File: src/rtl/sva_thread_sched_if.sv
// sva_thread_sched_if: request/response handshake between the thread sequencer and the shared next-state evaluator
interface sva_thread_sched_if #(
  parameter int STATE_W = 8
);
  logic               ev_req;
  logic [STATE_W-1:0] ev_state;
  logic               ev_ack;
  logic [STATE_W-1:0] ev_next;
  logic               ev_active;
  logic               ev_succ;
  logic               ev_fail;
  modport master (output ev_req, ev_state, input ev_ack, ev_next, ev_active, ev_succ, ev_fail);
  modport slave  (input ev_req, ev_state, output ev_ack, ev_next, ev_active, ev_succ, ev_fail);
endinterface

File: src/rtl/sva_thread_sched.sv
// sva_thread_sched: walks SLOTS assertion threads through one shared evaluator per epoch, then spawns a new attempt; SVA_SCHED_STAMP_EN adds per-thread start stamps
module sva_thread_sched #(
  parameter int SLOTS   = 4,
  parameter int STATE_W = 8,
  parameter int TIMER_W = 16,
  parameter int CNT_W   = 16,
  localparam int AW = $clog2(SLOTS + 1),
  localparam int SW = SLOTS > 1 ? $clog2(SLOTS) : 1
) (
  input  logic               gclk,
  input  logic               grst,
  input  logic               sample_stb,
  input  logic [TIMER_W-1:0] timer,
  sva_thread_sched_if.master ev,
  output logic               busy,
  output logic               succ_pulse,
  output logic               fail_pulse,
  output logic [TIMER_W-1:0] evt_start,
  output logic               overrun,
  output logic               drop,
  output logic [AW-1:0]      active_cnt,
  output logic [CNT_W-1:0]   succ_cnt,
  output logic [CNT_W-1:0]   fail_cnt
);
  typedef enum logic [1:0] {IDLE, SCAN, SPAWN} fsm_t;
  fsm_t fsm_q, fsm_d;
  logic [SLOTS-1:0] valid_q, valid_d, mask_q, mask_d;
  logic [SLOTS-1:0][STATE_W-1:0] st_q, st_d;
  logic succ_q, succ_d, fail_q, fail_d, ovr_q, ovr_d, drop_q, drop_d;
  logic [CNT_W-1:0] scnt_q, scnt_d, fcnt_q, fcnt_d;
  logic [SW-1:0] sel, free;
  logic free_any, keep, hit, spawn_wr;
  assign busy        = fsm_q != IDLE;
  assign ev.ev_req   = busy;
  assign ev.ev_state = fsm_q == SCAN ? st_q[sel] : '0;
  assign keep        = ev.ev_active && !ev.ev_succ && !ev.ev_fail;
  assign hit         = busy && ev.ev_ack;
  assign spawn_wr    = fsm_q == SPAWN && ev.ev_ack && keep && free_any;
  assign succ_pulse  = succ_q;
  assign fail_pulse  = fail_q;
  assign overrun     = ovr_q;
  assign drop        = drop_q;
  assign succ_cnt    = scnt_q;
  assign fail_cnt    = fcnt_q;
  // lowest pending slot of this epoch's snapshot, lowest free slot, and occupancy
  always_comb begin
    sel = '0;
    free = '0;
    free_any = 1'b0;
    active_cnt = '0;
    for (int i = SLOTS - 1; i >= 0; i--) begin
      if (mask_q[i]) sel = SW'(i);
      if (!valid_q[i]) begin
        free = SW'(i);
        free_any = 1'b1;
      end
      active_cnt = active_cnt + AW'(valid_q[i]);
    end
  end
  // epoch sequencing and slot write-back; SCAN is entered only with a pending slot so an epoch costs k+1 acks
  always_comb begin
    fsm_d = fsm_q;
    mask_d = mask_q;
    valid_d = valid_q;
    st_d = st_q;
    if (fsm_q == IDLE && sample_stb) begin
      mask_d = valid_q;
      fsm_d = |valid_q ? SCAN : SPAWN;
    end
    if (fsm_q == SCAN && ev.ev_ack) begin
      mask_d[sel] = 1'b0;
      valid_d[sel] = keep;
      st_d[sel] = keep ? ev.ev_next : st_q[sel];
      fsm_d = (mask_q & ~(SLOTS'(1) << sel)) == '0 ? SPAWN : SCAN;
    end
    if (spawn_wr) begin
      valid_d[free] = 1'b1;
      st_d[free] = ev.ev_next;
    end
    if (fsm_q == SPAWN && ev.ev_ack) fsm_d = IDLE;
  end
  // event pulses (failure wins over success) and saturating counters
  always_comb begin
    fail_d = hit && ev.ev_fail;
    succ_d = hit && ev.ev_succ && !ev.ev_fail;
    ovr_d  = busy && sample_stb;
    drop_d = fsm_q == SPAWN && ev.ev_ack && keep && !free_any;
    scnt_d = succ_d && ~&scnt_q ? scnt_q + 1'b1 : scnt_q;
    fcnt_d = fail_d && ~&fcnt_q ? fcnt_q + 1'b1 : fcnt_q;
  end
  // state register; reset aborts any epoch without reporting
  always_ff @(posedge gclk or posedge grst) begin
    if (grst) begin
      fsm_q <= IDLE;
      valid_q <= '0;
      mask_q <= '0;
      st_q <= '0;
      succ_q <= 1'b0;
      fail_q <= 1'b0;
      ovr_q <= 1'b0;
      drop_q <= 1'b0;
      scnt_q <= '0;
      fcnt_q <= '0;
    end else begin
      fsm_q <= fsm_d;
      valid_q <= valid_d;
      mask_q <= mask_d;
      st_q <= st_d;
      succ_q <= succ_d;
      fail_q <= fail_d;
      ovr_q <= ovr_d;
      drop_q <= drop_d;
      scnt_q <= scnt_d;
      fcnt_q <= fcnt_d;
    end
  end
`ifdef SVA_SCHED_STAMP_EN
  logic [TIMER_W-1:0] ts_q, ts_d, evt_q, evt_d;
  logic [SLOTS-1:0][TIMER_W-1:0] start_q, start_d;
  // capture the epoch stamp at the strobe, store it with a spawned thread, report it with events
  always_comb begin
    ts_d = fsm_q == IDLE && sample_stb ? timer : ts_q;
    start_d = start_q;
    if (spawn_wr) start_d[free] = ts_q;
    evt_d = hit && (ev.ev_fail || ev.ev_succ) ? (fsm_q == SCAN ? start_q[sel] : ts_q) : '0;
  end
  // stamp registers
  always_ff @(posedge gclk or posedge grst) begin
    if (grst) begin
      ts_q <= '0;
      start_q <= '0;
      evt_q <= '0;
    end else begin
      ts_q <= ts_d;
      start_q <= start_d;
      evt_q <= evt_d;
    end
  end
  assign evt_start = evt_q;
`else
  logic unused_timer;
  assign unused_timer = ^timer;
  assign evt_start = '0;
`endif
endmodule
File: src/flat_wrapper.sv
// flat-port wrapper written by rule: the top's interface ports become plain ports
module sva_thread_sched_flat 
#(
  parameter int SLOTS   = 4,
  parameter int STATE_W = 8,
  parameter int TIMER_W = 16,
  parameter int CNT_W   = 16,
  localparam int AW = $clog2(SLOTS + 1),
  localparam int SW = SLOTS > 1 ? $clog2(SLOTS) : 1
)
  (gclk, grst, sample_stb, timer, busy, succ_pulse, fail_pulse, evt_start, overrun, drop, active_cnt, succ_cnt, fail_cnt, ev_ev_req, ev_ev_state, ev_ev_ack, ev_ev_next, ev_ev_active, ev_ev_succ, ev_ev_fail);
  sva_thread_sched_if #(.STATE_W(STATE_W)) ev_i ();
  input  logic gclk;
  input  logic grst;
  input  logic sample_stb;
  input  logic [TIMER_W-1:0] timer;
  output logic busy;
  output logic succ_pulse;
  output logic fail_pulse;
  output logic [TIMER_W-1:0] evt_start;
  output logic overrun;
  output logic drop;
  output logic [AW-1:0] active_cnt;
  output logic [CNT_W-1:0] succ_cnt;
  output logic [CNT_W-1:0] fail_cnt;
  output wire logic [$bits(ev_i.ev_req)-1:0] ev_ev_req;
  output wire logic [$bits(ev_i.ev_state)-1:0] ev_ev_state;
  input wire logic [$bits(ev_i.ev_ack)-1:0] ev_ev_ack;
  input wire logic [$bits(ev_i.ev_next)-1:0] ev_ev_next;
  input wire logic [$bits(ev_i.ev_active)-1:0] ev_ev_active;
  input wire logic [$bits(ev_i.ev_succ)-1:0] ev_ev_succ;
  input wire logic [$bits(ev_i.ev_fail)-1:0] ev_ev_fail;
  assign ev_ev_req = ev_i.ev_req;
  assign ev_ev_state = ev_i.ev_state;
  assign ev_i.ev_ack = ev_ev_ack;
  assign ev_i.ev_next = ev_ev_next;
  assign ev_i.ev_active = ev_ev_active;
  assign ev_i.ev_succ = ev_ev_succ;
  assign ev_i.ev_fail = ev_ev_fail;
  sva_thread_sched #(.SLOTS(SLOTS), .STATE_W(STATE_W), .TIMER_W(TIMER_W), .CNT_W(CNT_W)) u_core (.gclk(gclk), .grst(grst), .sample_stb(sample_stb), .timer(timer), .ev(ev_i), .busy(busy), .succ_pulse(succ_pulse), .fail_pulse(fail_pulse), .evt_start(evt_start), .overrun(overrun), .drop(drop), .active_cnt(active_cnt), .succ_cnt(succ_cnt), .fail_cnt(fail_cnt));
endmodule
File: config.mk
export PLATFORM = sky130hd
export DESIGN_NAME = sva_thread_sched_flat
export DESIGN_NICKNAME = d
export VERILOG_FILES = /design/src/rtl/sva_thread_sched_if.sv /design/src/rtl/sva_thread_sched.sv /design/src/flat_wrapper.sv
export SDC_FILE = /design/constraint.sdc
export NUM_CORES = 1
export LEC_CHECK = 0
export ABC_AREA = 1
export BUFFER_PORTS_ARGS = -buffer_cell sky130_fd_sc_hd__buf_2
export CORE_ASPECT_RATIO = 0.8
export CORE_UTILIZATION = 62
export CTS_BUF_LIST = sky130_fd_sc_hd__clkbuf_2 sky130_fd_sc_hd__clkbuf_4 sky130_fd_sc_hd__clkbuf_8
export CTS_CLUSTER_DIAMETER = 30
export CTS_CLUSTER_SIZE = 16
export DETAILED_ROUTE_END_ITERATION = 16
export GPL_ROUTABILITY_DRIVEN = 0
export HOLD_SLACK_MARGIN = 0.08
export PLACE_DENSITY_LB_ADDON = 0.3
export SLEW_MARGIN = 25
export SYNTH_ARGS = -nofsm -noshare
export SYNTH_HDL_FRONTEND = slang
export SYNTH_SLANG_ARGS = --single-unit
File: constraint.sdc
create_clock -name gclk -period 4.8 [get_ports gclk]
set_input_delay 0.72 -clock gclk [delete_from_list [all_inputs] [get_ports gclk]]
set_output_delay 0.72 -clock gclk [all_outputs]
set_load 0.02 [all_outputs]
==> run_results.csv <==
group,metric,value,unit
outcome,status,"finished clean",
logic_synthesis,syn_area,4850,um^2
worst_setup_path,slowest_delay,0.48,ns
global_route,overflow,0,
worst_setup_path,required,4.08,ns
pwr,p_int,0.00161,W
logic_synthesis,avgSynthCellArea,7.53,um^2
worst_setup_path,startpoint_type,"flip-flop",
routing,firstDrtPassIters,5,
logic_synthesis,synthArstFlopShare,100,%
logic_synthesis,seq_area_frac_synth,40.2,%
worst_setup_path,crit_fanout,12,
logic_synthesis,yosys_warnings,0,
global_route,grt_pass1_wl,18900,um
sta,worst_slew_pin_slew,0.753,ns
sta,maxSlewViolCount,0,
pwr,combPwrFrac,46.9,%
pwr,pwr_density_cell,562,nW/um^2
routing,vias,4449,
sta,tns,0,ns
floorplan,core-area,7500,um^2
worst_setup_path,path_cells,"nor2_2, nand2_2, inv_1, nand2_1, nand2_1, inv_1, nand2_1, nand2_1, inv_1, buf_2",
clock_network,clock_latency,0.35,ns
worst_setup_path,cp-endpoint,"ev_ev_state[2]",
clock_network,clk_path_buf_depth,2,
floorplan,start_util,64.7,%
global_route,grt_antenna_before_repair,0,
cells_and_area,finalNetCount,744,
worst_setup_path,reg2reg_depth,8,
logic_synthesis,synth_seq_cells,78,
global_route,grt_max_degree,52,
floorplan,die_h,81.1,um
sta,fin_crit,3.04,ns
floorplan,pin_count,96,
global_route,grt_pass1_vias,4053,
floorplan,die_w,101,um
clock_network,clockRootBuffer,"clkbuf_8",
worst_hold_path,hp-class,"input pin to async pin",
sta,max_freq,328,MHz
placed_design,place_inst,800,
cells_and_area,most-common-layout-cells,"nand2_1, dfrtp_1, nand3_1",
floorplan,die_area,8180,um^2
clock_network,clk_pin_slew,0.08,ns
sta,setup_violations,0,
clock_network,ctsResizeCount,0,
placed_design,io_buffers,63,
cells_and_area,drive_gt1_share,19.1,%
worst_setup_path,worst-setup-path-type,"flip-flop to output pin",
worst_setup_path,timing.reg2reg.setup_slack,2.59,ns
pwr,power_switching,0.00141,W
placed_design,place_ws,2.21,ns
clock_network,clock-sinks,78,
clock_network,cts-buffers-inserted,9,
placed_design,dp_hpwl,8430,um
pwr,switching_share,46.7,%
worst_setup_path,path_delay_family,"simple AND/OR/NAND/NOR gates",
worst_setup_path,r2r_end,"u_core.st_q[4]",
clock_network,cts_setup_buffers,0,
logic_synthesis,synthCells,644,
logic_synthesis,synth_flop_cell,"dfrtp_1",
logic_synthesis,synth_cell_types,37,
clock_network,htree_levels,3,
job,cap_violations,0,
worst_setup_path,worst-path-buf-inv,4,
routing,route.detailed.drc,0,
sta,finalCritPeriodShare,63.4,%
routing,viasPerCell,5.45,
routing,ant_nets,0,
logic_synthesis,synth-edff-count,0,
sta,grt_setup_unrepaired,"no",
pwr,pwr-share-seq,35.0,%
global_route,grtUsageTotal,30.1,%
pwr,leakage,2.83,nW
sta,setup_slack,1.76,ns
clock_network,cts_tree,"done",
cells_and_area,layout.cells.non_filler,816,
sta,final_hold_viol_count,0,
worst_setup_path,cp.depth,10,
worst_setup_path,r2r_start,"u_core.mask_q[2]",
routing,routed_wl,11600,um
worst_setup_path,slowest_stage,"nor2_2",
routing,wire_per_inst,14.2,um
worst_setup_path,crit_start,"u_core.mask_q[0]",
cells_and_area,antennaDiodeCount,0,
pwr,clockPowerShare,18.1,%
pwr,irDropWorstVdd,0.000327,V
clock_network,cts_hold_buffers,0,
sta,slew_headroom,49.7,%
cells_and_area,syn2layout_area_growth,10.7,%
routing,drt_iter0_markers,338,
floorplan,num_rows,28,
worst_setup_path,cp-end-kind,"output pin",
worst_setup_path,worstPathArrival,2.32,ns
cells_and_area,layout_commonest_cell,"nand2_1",
sta,skew,0.00728,ns
worst_setup_path,cp_common_cell,"nand2_1",
cells in the mapped netlist (3+ instances only):
cell / count / share of area, %
buf_2: 3 / 0.31
nor2_4: 6 / 1.4
nor3_1: 13 / 1.3
nand4_1: 9 / 1.2
or2_2: 8 / 1.0
o21ai_0: 7 / 0.72
dfrtp_1: 78 / 40
a21oi_1: 53 / 5.5
nor2_2: 5 / 0.64
xor2_1: 19 / 3.4
nor2_1: 50 / 3.9
o211ai_1: 3 / 0.46
nand3_1: 69 / 7.1
inv_1: 67 / 5.2
xnor2_1: 9 / 1.6
nand2_4: 6 / 1.4
inv_2: 13 / 1.0
nand3_2: 5 / 1.0
nand2_2: 4 / 0.52
buf_4: 18 / 2.8
nand2_1: 166 / 13
buf_6: 5 / 1.2
ha_1: 6 / 1.5
o21ai_1: 6 / 0.62
cell families after synthesis:
| family | after synthesis | synth area share [%] |
|---|---|---|
| simple gates | 347 | 33.6 |
| buf+inv | 109 | 10.7 |
| flops | 78 | 40.2 |
| compound gates | 74 | 8.31 |
| xor+xnor | 28 | 5.06 |
| fa+ha+maj | 7 | 1.96 |
| other cells | 1 | 0.0773 |
power groups by stage:
| stage | registers [W] | clock network [W] | logic [W] |
|---|---|---|---|
| CTS | 0.00105 | 0.000550 | 0.00140 |
| finish | 0.00106 | 0.000545 | 0.00142 |
| global placement | 0.00105 | 0 | 0.00135 |
| global route | 0.00109 | 0.000582 | 0.00156 |
| floorplan | 0.00110 | 0 | 0.00101 |
| detailed placement | 0.00106 | 0 | 0.00139 |
worst min path at each step:
stage                     slack (ns)  cells after the start           startpoint                   to
after floorplan                 0.52                      2      u_core.fsm_q[0]       u_core.overrun
after global placement          0.50                      1  u_core.fail_cnt[12]  u_core.fail_cnt[12]
after detailed placement        0.51                      1  u_core.fail_cnt[12]  u_core.fail_cnt[12]
after CTS                       0.48                      2                 grst  u_core.fail_cnt[12]
after global routing            0.51                      2                 grst  u_core.fail_cnt[15]
final                           0.46                      2                 grst  u_core.fail_cnt[12]
registers in the layout (all words and copies together), names as in the netlist:
register,count
u_core.succ_pulse,1
u_core.drop,1
u_core.fail_cnt,16
u_core.mask_q,4
u_core.fsm_q,2
u_core.succ_cnt,16
u_core.fail_pulse,1
u_core.st_q,32
u_core.valid_q,4
u_core.overrun,1
routing by layer:
metal	vias to the layer above	GRT usage, %	wire (um)
met5	-	0	0
met4	0	9.86	278
met3	32	4.99	989
met2	238	47.4	5150
met1	2027	42.7	5180
li1	2152	-	-
through the flow:
step | instance area (um^2) | utilization (%) | total power [W] | hold slack (ns)
floorplan | 4910 | - | 0.00211 | 0.519
global placement | 5150 | 68.6 | 0.00240 | 0.504
detailed placement | 5150 | 68.7 | 0.00245 | 0.510
CTS | 5370 | 71.6 | 0.00300 | 0.475
global route | 5370 | 71.6 | 0.00323 | 0.510
finish | 5370 | 71.6 | 0.00302 | 0.462
layout make-up:
type	count	area (um^2)
clock inverters	7	97.6
fillers	622	2130
inverters	81	308
repair buffers	64	323
flip-flops and latches	78	1950
well taps	105	131
clock buffers	9	124
multi-input cells	472	2430
Power figures use the tool's default switching activity.
